File: config.mk
export PLATFORM = sky130hd
export DESIGN_NAME = crypto1_key_check_flat
export DESIGN_NICKNAME = d
export VERILOG_FILES = /design/src/rtl/crypto1_key_check_if.sv /design/src/rtl/crypto1_key_check.sv /design/src/flat_wrapper.sv
export SDC_FILE = /design/constraint.sdc
export NUM_CORES = 1
export LEC_CHECK = 0
export CORE_ASPECT_RATIO = 1.4
export CORE_MARGIN = 5
export CORE_UTILIZATION = 45
export DETAILED_ROUTE_END_ITERATION = 6
export PLACE_DENSITY = 0.68
export SLEW_MARGIN = 10
export SYNTH_ARGS = -nofsm -noshare
export SYNTH_HDL_FRONTEND = slang
export SYNTH_SLANG_ARGS = --single-unit
export TNS_END_PERCENT = 100
File: constraint.sdc
create_clock -name clk -period 8.5 [get_ports clk]
set_input_delay 1.7 -clock clk [delete_from_list [all_inputs] [get_ports clk]]
set_output_delay 1.7 -clock clk [all_outputs]
set_load 0.02 [all_outputs]
File: src/rtl/crypto1_key_check_if.sv
// Candidate subkey handshake between the subkey generators and the key checker.
// Valid/ready: a candidate transfers on a cycle where cand_vld and cand_rdy are both high.
// The master holds cand_even/cand_odd/cand_last stable while cand_vld is high and cand_rdy is low.
interface crypto1_key_check_if;
    logic        cand_vld;
    logic        cand_rdy;
    logic [23:0] cand_even;
    logic [23:0] cand_odd;
    logic        cand_last;

    modport master (
        output cand_vld,
        output cand_even,
        output cand_odd,
        output cand_last,
        input  cand_rdy
    );

    modport slave (
        input  cand_vld,
        input  cand_even,
        input  cand_odd,
        input  cand_last,
        output cand_rdy
    );
endinterface

File: src/rtl/crypto1_key_check.sv
// Runs Crypto1 forward from each candidate state and checks it against the captured keystream.
// Latency: a full match shows up CHECK_BITS+1 cycles after accept; a mismatch at step k re-opens at accept+k+2.
// Backpressure: cand_rdy is high only while idle; it stays low while a candidate is checked and after the search ends.
module crypto1_key_check #(
    parameter int CHECK_BITS  = 48,
    parameter int EARLY_ABORT = 1
) (
    input  logic                 clk,
    input  logic                 rst_n,
    input  logic [47:0]          bitstream,
    crypto1_key_check_if.slave   cand,
    output logic [47:0]          key,
    output logic                 found,
    output logic                 done,
    output logic [31:0]          tested
);

    localparam logic [15:0] FA_TT     = 16'h2C79;
    localparam logic [15:0] FB_TT     = 16'h6671;
    localparam logic [31:0] FC_TT     = 32'h7907287B;
    localparam logic [5:0]  STEP_LAST = 6'(CHECK_BITS - 1);

    typedef enum logic [1:0] {
        IDLE,
        RUN,
        HALT
    } state_t;

    state_t      state_q, state_d;
    logic [47:0] lfsr_q, lfsr_d;
    logic [47:0] init_q, init_d;
    logic [5:0]  step_q, step_d;
    logic        last_q, last_d;
    logic        miss_q, miss_d;
    logic        rdy_q, rdy_d;
    logic [47:0] key_d;
    logic        found_d;
    logic        done_d;
    logic [31:0] tested_d;

    logic [47:0] load_state;
    logic        ks;
    logic        fb_bit;
    logic        bit_miss;
    logic [31:0] tested_inc;

    function automatic logic fa(input logic a, input logic b, input logic c, input logic d);
        return FA_TT[{a, b, c, d}];
    endfunction

    function automatic logic fb(input logic a, input logic b, input logic c, input logic d);
        return FB_TT[{a, b, c, d}];
    endfunction

    // Even subkey bits land on even state positions, odd subkey bits on odd positions.
    always_comb begin
        load_state = '0;
        for (int i = 0; i < 24; i++) begin
            load_state[2*i]   = cand.cand_even[i];
            load_state[2*i+1] = cand.cand_odd[i];
        end
    end

    always_comb begin
        ks = FC_TT[{fa(lfsr_q[9],  lfsr_q[11], lfsr_q[13], lfsr_q[15]),
                    fb(lfsr_q[17], lfsr_q[19], lfsr_q[21], lfsr_q[23]),
                    fa(lfsr_q[25], lfsr_q[27], lfsr_q[29], lfsr_q[31]),
                    fa(lfsr_q[33], lfsr_q[35], lfsr_q[37], lfsr_q[39]),
                    fb(lfsr_q[41], lfsr_q[43], lfsr_q[45], lfsr_q[47])}];
        fb_bit = lfsr_q[0]  ^ lfsr_q[5]  ^ lfsr_q[9]  ^ lfsr_q[10] ^ lfsr_q[12] ^ lfsr_q[14] ^
                 lfsr_q[15] ^ lfsr_q[17] ^ lfsr_q[19] ^ lfsr_q[24] ^ lfsr_q[25] ^ lfsr_q[27] ^
                 lfsr_q[29] ^ lfsr_q[35] ^ lfsr_q[39] ^ lfsr_q[41] ^ lfsr_q[42] ^ lfsr_q[43];
    end

    assign bit_miss   = (ks != bitstream[step_q]);
    assign tested_inc = (tested == 32'hFFFF_FFFF) ? tested : tested + 32'd1;

    always_comb begin
        state_d  = state_q;
        lfsr_d   = lfsr_q;
        init_d   = init_q;
        step_d   = step_q;
        last_d   = last_q;
        miss_d   = miss_q;
        rdy_d    = 1'b0;
        key_d    = key;
        found_d  = found;
        done_d   = done;
        tested_d = tested;

        unique case (state_q)
            IDLE: begin
                if (cand.cand_vld && rdy_q) begin
                    lfsr_d  = load_state;
                    init_d  = load_state;
                    step_d  = '0;
                    last_d  = cand.cand_last;
                    miss_d  = 1'b0;
                    state_d = RUN;
                end else begin
                    rdy_d = 1'b1;
                end
            end
            RUN: begin
                lfsr_d = {fb_bit, lfsr_q[47:1]};
                step_d = step_q + 6'd1;
                if ((EARLY_ABORT != 0) && bit_miss) begin
                    tested_d = tested_inc;
                    if (last_q) begin
                        done_d  = 1'b1;
                        state_d = HALT;
                    end else begin
                        rdy_d   = 1'b1;
                        state_d = IDLE;
                    end
                end else if (step_q == STEP_LAST) begin
                    tested_d = tested_inc;
                    if (!(miss_q || bit_miss)) begin
                        key_d   = init_q;
                        found_d = 1'b1;
                        done_d  = 1'b1;
                        state_d = HALT;
                    end else if (last_q) begin
                        done_d  = 1'b1;
                        state_d = HALT;
                    end else begin
                        rdy_d   = 1'b1;
                        state_d = IDLE;
                    end
                end else begin
                    // Without early abort the miss is remembered until the last step.
                    miss_d = miss_q | bit_miss;
                end
            end
            HALT: begin
                rdy_d = 1'b0;
            end
            default: begin
                state_d = IDLE;
            end
        endcase
    end

    always_ff @(posedge clk or negedge rst_n) begin
        if (!rst_n) begin
            state_q <= IDLE;
            lfsr_q  <= '0;
            init_q  <= '0;
            step_q  <= '0;
            last_q  <= 1'b0;
            miss_q  <= 1'b0;
            rdy_q   <= 1'b0;
            key     <= '0;
            found   <= 1'b0;
            done    <= 1'b0;
            tested  <= '0;
        end else begin
            state_q <= state_d;
            lfsr_q  <= lfsr_d;
            init_q  <= init_d;
            step_q  <= step_d;
            last_q  <= last_d;
            miss_q  <= miss_d;
            rdy_q   <= rdy_d;
            key     <= key_d;
            found   <= found_d;
            done    <= done_d;
            tested  <= tested_d;
        end
    end

    assign cand.cand_rdy = rdy_q;

endmodule

File: src/flat_wrapper.sv
// flat-port wrapper written by rule: the top's interface ports become plain ports
module crypto1_key_check_flat 
#(
    parameter int CHECK_BITS  = 48,
    parameter int EARLY_ABORT = 1
)
  (clk, rst_n, bitstream, key, found, done, tested, cand_cand_vld, cand_cand_even, cand_cand_odd, cand_cand_last, cand_cand_rdy);
  crypto1_key_check_if cand_i ();
  input  logic clk;
  input  logic rst_n;
  input  logic [47:0] bitstream;
  output logic [47:0] key;
  output logic found;
  output logic done;
  output logic [31:0] tested;
  input wire logic [$bits(cand_i.cand_vld)-1:0] cand_cand_vld;
  input wire logic [$bits(cand_i.cand_even)-1:0] cand_cand_even;
  input wire logic [$bits(cand_i.cand_odd)-1:0] cand_cand_odd;
  input wire logic [$bits(cand_i.cand_last)-1:0] cand_cand_last;
  output wire logic [$bits(cand_i.cand_rdy)-1:0] cand_cand_rdy;
  assign cand_i.cand_vld = cand_cand_vld;
  assign cand_i.cand_even = cand_cand_even;
  assign cand_i.cand_odd = cand_cand_odd;
  assign cand_i.cand_last = cand_cand_last;
  assign cand_cand_rdy = cand_i.cand_rdy;
  crypto1_key_check #(.CHECK_BITS(CHECK_BITS), .EARLY_ABORT(EARLY_ABORT)) u_core (.clk(clk), .rst_n(rst_n), .bitstream(bitstream), .cand(cand_i), .key(key), .found(found), .done(done), .tested(tested));
endmodule
==> impl_metrics.tcl <==
set metrics [dict create \
    status "completed" \
    cts_sinks 189 \
    rsz0062_at_grt "no" \
    grt_max_degree 115 \
    cts_tree "done" \
    place_congestion 0.7456 \
    post_cts_buffers 0 \
    coreArea_mm2 0.01977 \
    portBuffers 182 \
    r2r-end "u_core.key[26]" \
    antenna_found_initial 0 \
    grtUsageMet1_pct 23.49 \
    leakage_nw 5.147 \
    yosys_register_bits 189 \
    top_usage_layer "met2" \
    reg2reg_slack_ns 4.85 \
    final_common_cell "dfrtp_1" \
    crit_end "u_core.key[26]" \
    layout-drive-gt1-share_pct 17.21 \
    htree_levels 4 \
    crit_path_start "bitstream[2]" \
    reg2reg_from "u_core.lfsr_q[37]" \
    drc 0 \
    synth_top_family_by_area "multiplexers" \
    dr.first_iter.drc_count 330 \
    io_pins 183 \
    crit_chain "clkdlybuf4s50_1 -> mux4_2 -> a22oi_1 -> nand3_1 -> a21oi_1 -> o21bai_4 -> xnor2_2 -> nor4_4 -> buf_4 -> mux2_2" \
    clk_pin_slew_ns 0.07 \
    clock_latency_ns 0.43 \
    grt_usage_pct 19.11 \
    fillers 1646 \
    worstSetupPathType "primary input to register" \
    synthSimpleGateAreaFrac_pct 12.41 \
    area_growth_pct 28.84 \
    grtUsageMet3_pct 3.170 \
    tightest_slew_ns 1.137 \
    synthCells 780 \
    cts_buffer_depth 2 \
    worst-path-buf-inv 2 \
    drtAntennaViolNets 0 \
    synth_cell_types 51 \
    crit_cells 10 \
    synth_warnings 0 \
    crit_path_start_kind "primary input" \
    drv_cap 0 \
    final_nets 1062 \
    antenna_cells 0 \
    cts_resized 0 \
    slowest_delay_ns 0.47 \
    slew_headroom_pct 23.62 \
    wire_per_inst_um 17.54 \
    clock_skew_ns 0.01109 \
    final_cell_mix "dfrtp_1, clkdlybuf4s50_1, mux2_2" \
    initial_core_util_pct 45.49 \
    die_area_mm2 0.02295 \
    synth.yosys.seq_area_share_pct 52.59 \
    fin_crit_sh_pct 49.60 \
    wirelength_um 21250 \
    viasPerCell 5.375 \
    grt_pass1_wl_um 35140 \
    hp-class "register to register" \
    die_w_um 129.5 \
    synth-xor-area-share_pct 4.953 \
    place_ws_ns 3.790 \
    crit_slowest_cell "mux4_2" \
    crit_path_end_kind "register" \
    synth_mux_area_share_pct 16.91 \
    synth_ff_type "dfrtp_1" \
    path_delay_family "multiplexers" \
    setup_viol 0 \
    synth_fa_ha_area_share_pct 2.226 \
    ctsHoldBuffers 0 \
    peakVddDrop_mv 0.1250 \
    num_rows 61 \
    async_reset_ff_share_pct 100.0 \
    synth.avg_cell_area_um2 11.53 \
    reg2regPathDepth 11 \
    worst_slack_ns 4.284 \
    grt_pass1_vias 6930 \
    cts_buffers 17 \
    fin_crit_ns 4.216 \
    grt.overflow.total 0 \
    die_h_um 177.3 \
    fmax_mhz 237.2 \
    ctsRootBufferMaster "clkbuf_16" \
    final_core_util_pct 58.61 \
    crit_required_ns 8.81 \
    vias 6509 \
    synth_edf_count 0 \
    grt_util_met2_pct 34.95 \
    power_per_cell_area_mw_per_mm2 153.2 \
    synth_fp_nets 896 \
    synth_compound_area_share_pct 7.736 \
    hpwl_um 14570 \
    path_max_fanout 25 \
    syn-cell-area_mm2 0.008992 \
    cp.arrival_ns 4.53 \
    slew_violations 0 \
    fin_setup_tns_ns 0 \
    hold_viol 0 \
    firstDrtPassIters 4 \
]
synthesized netlist by cell type (2+ instances only):
cell | number | area share (%)
a21oi_1 | 54 | 3.0
a22oi_1 | 3 | 0.25
a31oi_1 | 2 | 0.14
and2_1 | 4 | 0.28
and3_1 | 53 | 3.7
and4_1 | 3 | 0.29
buf_2 | 3 | 0.17
buf_4 | 4 | 0.33
buf_8 | 2 | 0.33
clkbuf_1 | 35 | 1.5
dfrtp_1 | 189 | 53
ha_1 | 16 | 2.2
inv_1 | 18 | 0.75
mux2_2 | 90 | 11
mux2_4 | 9 | 1.5
mux2i_1 | 2 | 0.22
mux4_2 | 15 | 3.8
nand2_1 | 82 | 3.4
nand3_1 | 25 | 1.4
nand3b_1 | 3 | 0.25
nand4_1 | 8 | 0.56
nor2_1 | 15 | 0.63
nor2b_1 | 3 | 0.21
nor3_1 | 10 | 0.56
nor4_1 | 5 | 0.35
o21ai_0 | 54 | 3.0
o21bai_1 | 2 | 0.17
xnor2_1 | 40 | 3.9
xor2_1 | 9 | 0.88
kinds of logic (layout without fill, tap and decap cells):
group,Yosys count,count (layout)
AO/OA/AOI/OAI,126,126
XOR/XNOR,50,50
adder cells (fa/ha/maj),16,16
buffers and inverters,63,242
flip-flops,189,189
multiplexers,117,117
AND/OR/NAND/NOR,219,219
how the worst min path moves through the flow:
stage                        end  depth (start not counted)  slack (ns)         startpoint
2_1_floorplan  u_core.lfsr_q[16]                          2        0.45  u_core.lfsr_q[16]
3_3_place_gp        u_core.found                          1        0.46       u_core.found
3_5_place_dp        u_core.found                          1        0.45       u_core.found
4_1_cts             u_core.found                          1        0.47       u_core.found
5_1_grt             u_core.found                          1        0.50       u_core.found
6_report            u_core.found                          1        0.47       u_core.found
where the power goes:
group          leakage [nW]  internal (mW)  switching [mW]
Combinational          2.30         0.0453          0.0288
Sequential             2.58          0.899               0
Clock                 0.275          0.441           0.361
Total                  5.15           1.39           0.390
metrics by stage:
stage | total power [mW] | instances | area [µm²] | hold slack [ns]
floorplan | 0.9228 | 780 | 8992 | 0.4501
global placement | 0.9916 | 1179 | 11000 | 0.4553
detailed placement | 0.9920 | 1179 | 11000 | 0.4512
CTS | 1.798 | 1211 | 11590 | 0.4735
global route | 1.837 | 1211 | 11590 | 0.5001
finish | 1.775 | 1211 | 11590 | 0.4727
area by class of cell:
class	count	area [µm²]	area share, %
flip-flops and latches	189	4732	40.84
multi-input cells	528	3985	34.40
repair buffers	192	1901	16.40
clock buffers	19	432.9	3.737
well taps	252	315.3	2.721
clock inverters	13	152.6	1.317
inverters	18	67.56	0.5832
registers in the layout, indices dropped and copies added, names as in the netlist:
| signal | cells |
|---|---|
| u_core.done | 1 |
| u_core.step_q | 6 |
| u_core.miss_q | 1 |
| u_core.cand.cand_rdy | 1 |
| u_core.key | 48 |
| u_core.last_q | 1 |
| u_core.state_q | 2 |
| u_core.found | 1 |
| u_core.init_q | 48 |
| u_core.lfsr_q | 48 |
| u_core.tested | 32 |
per-layer routing:
metal | routed length [µm] | part of all wire [%]
met5 | 0 | 0
met4 | 184 | 0.87
met3 | 654 | 3.1
met2 | 11540 | 54
met1 | 8869 | 42
Note: power is estimated with default switching activity, not from simulation.
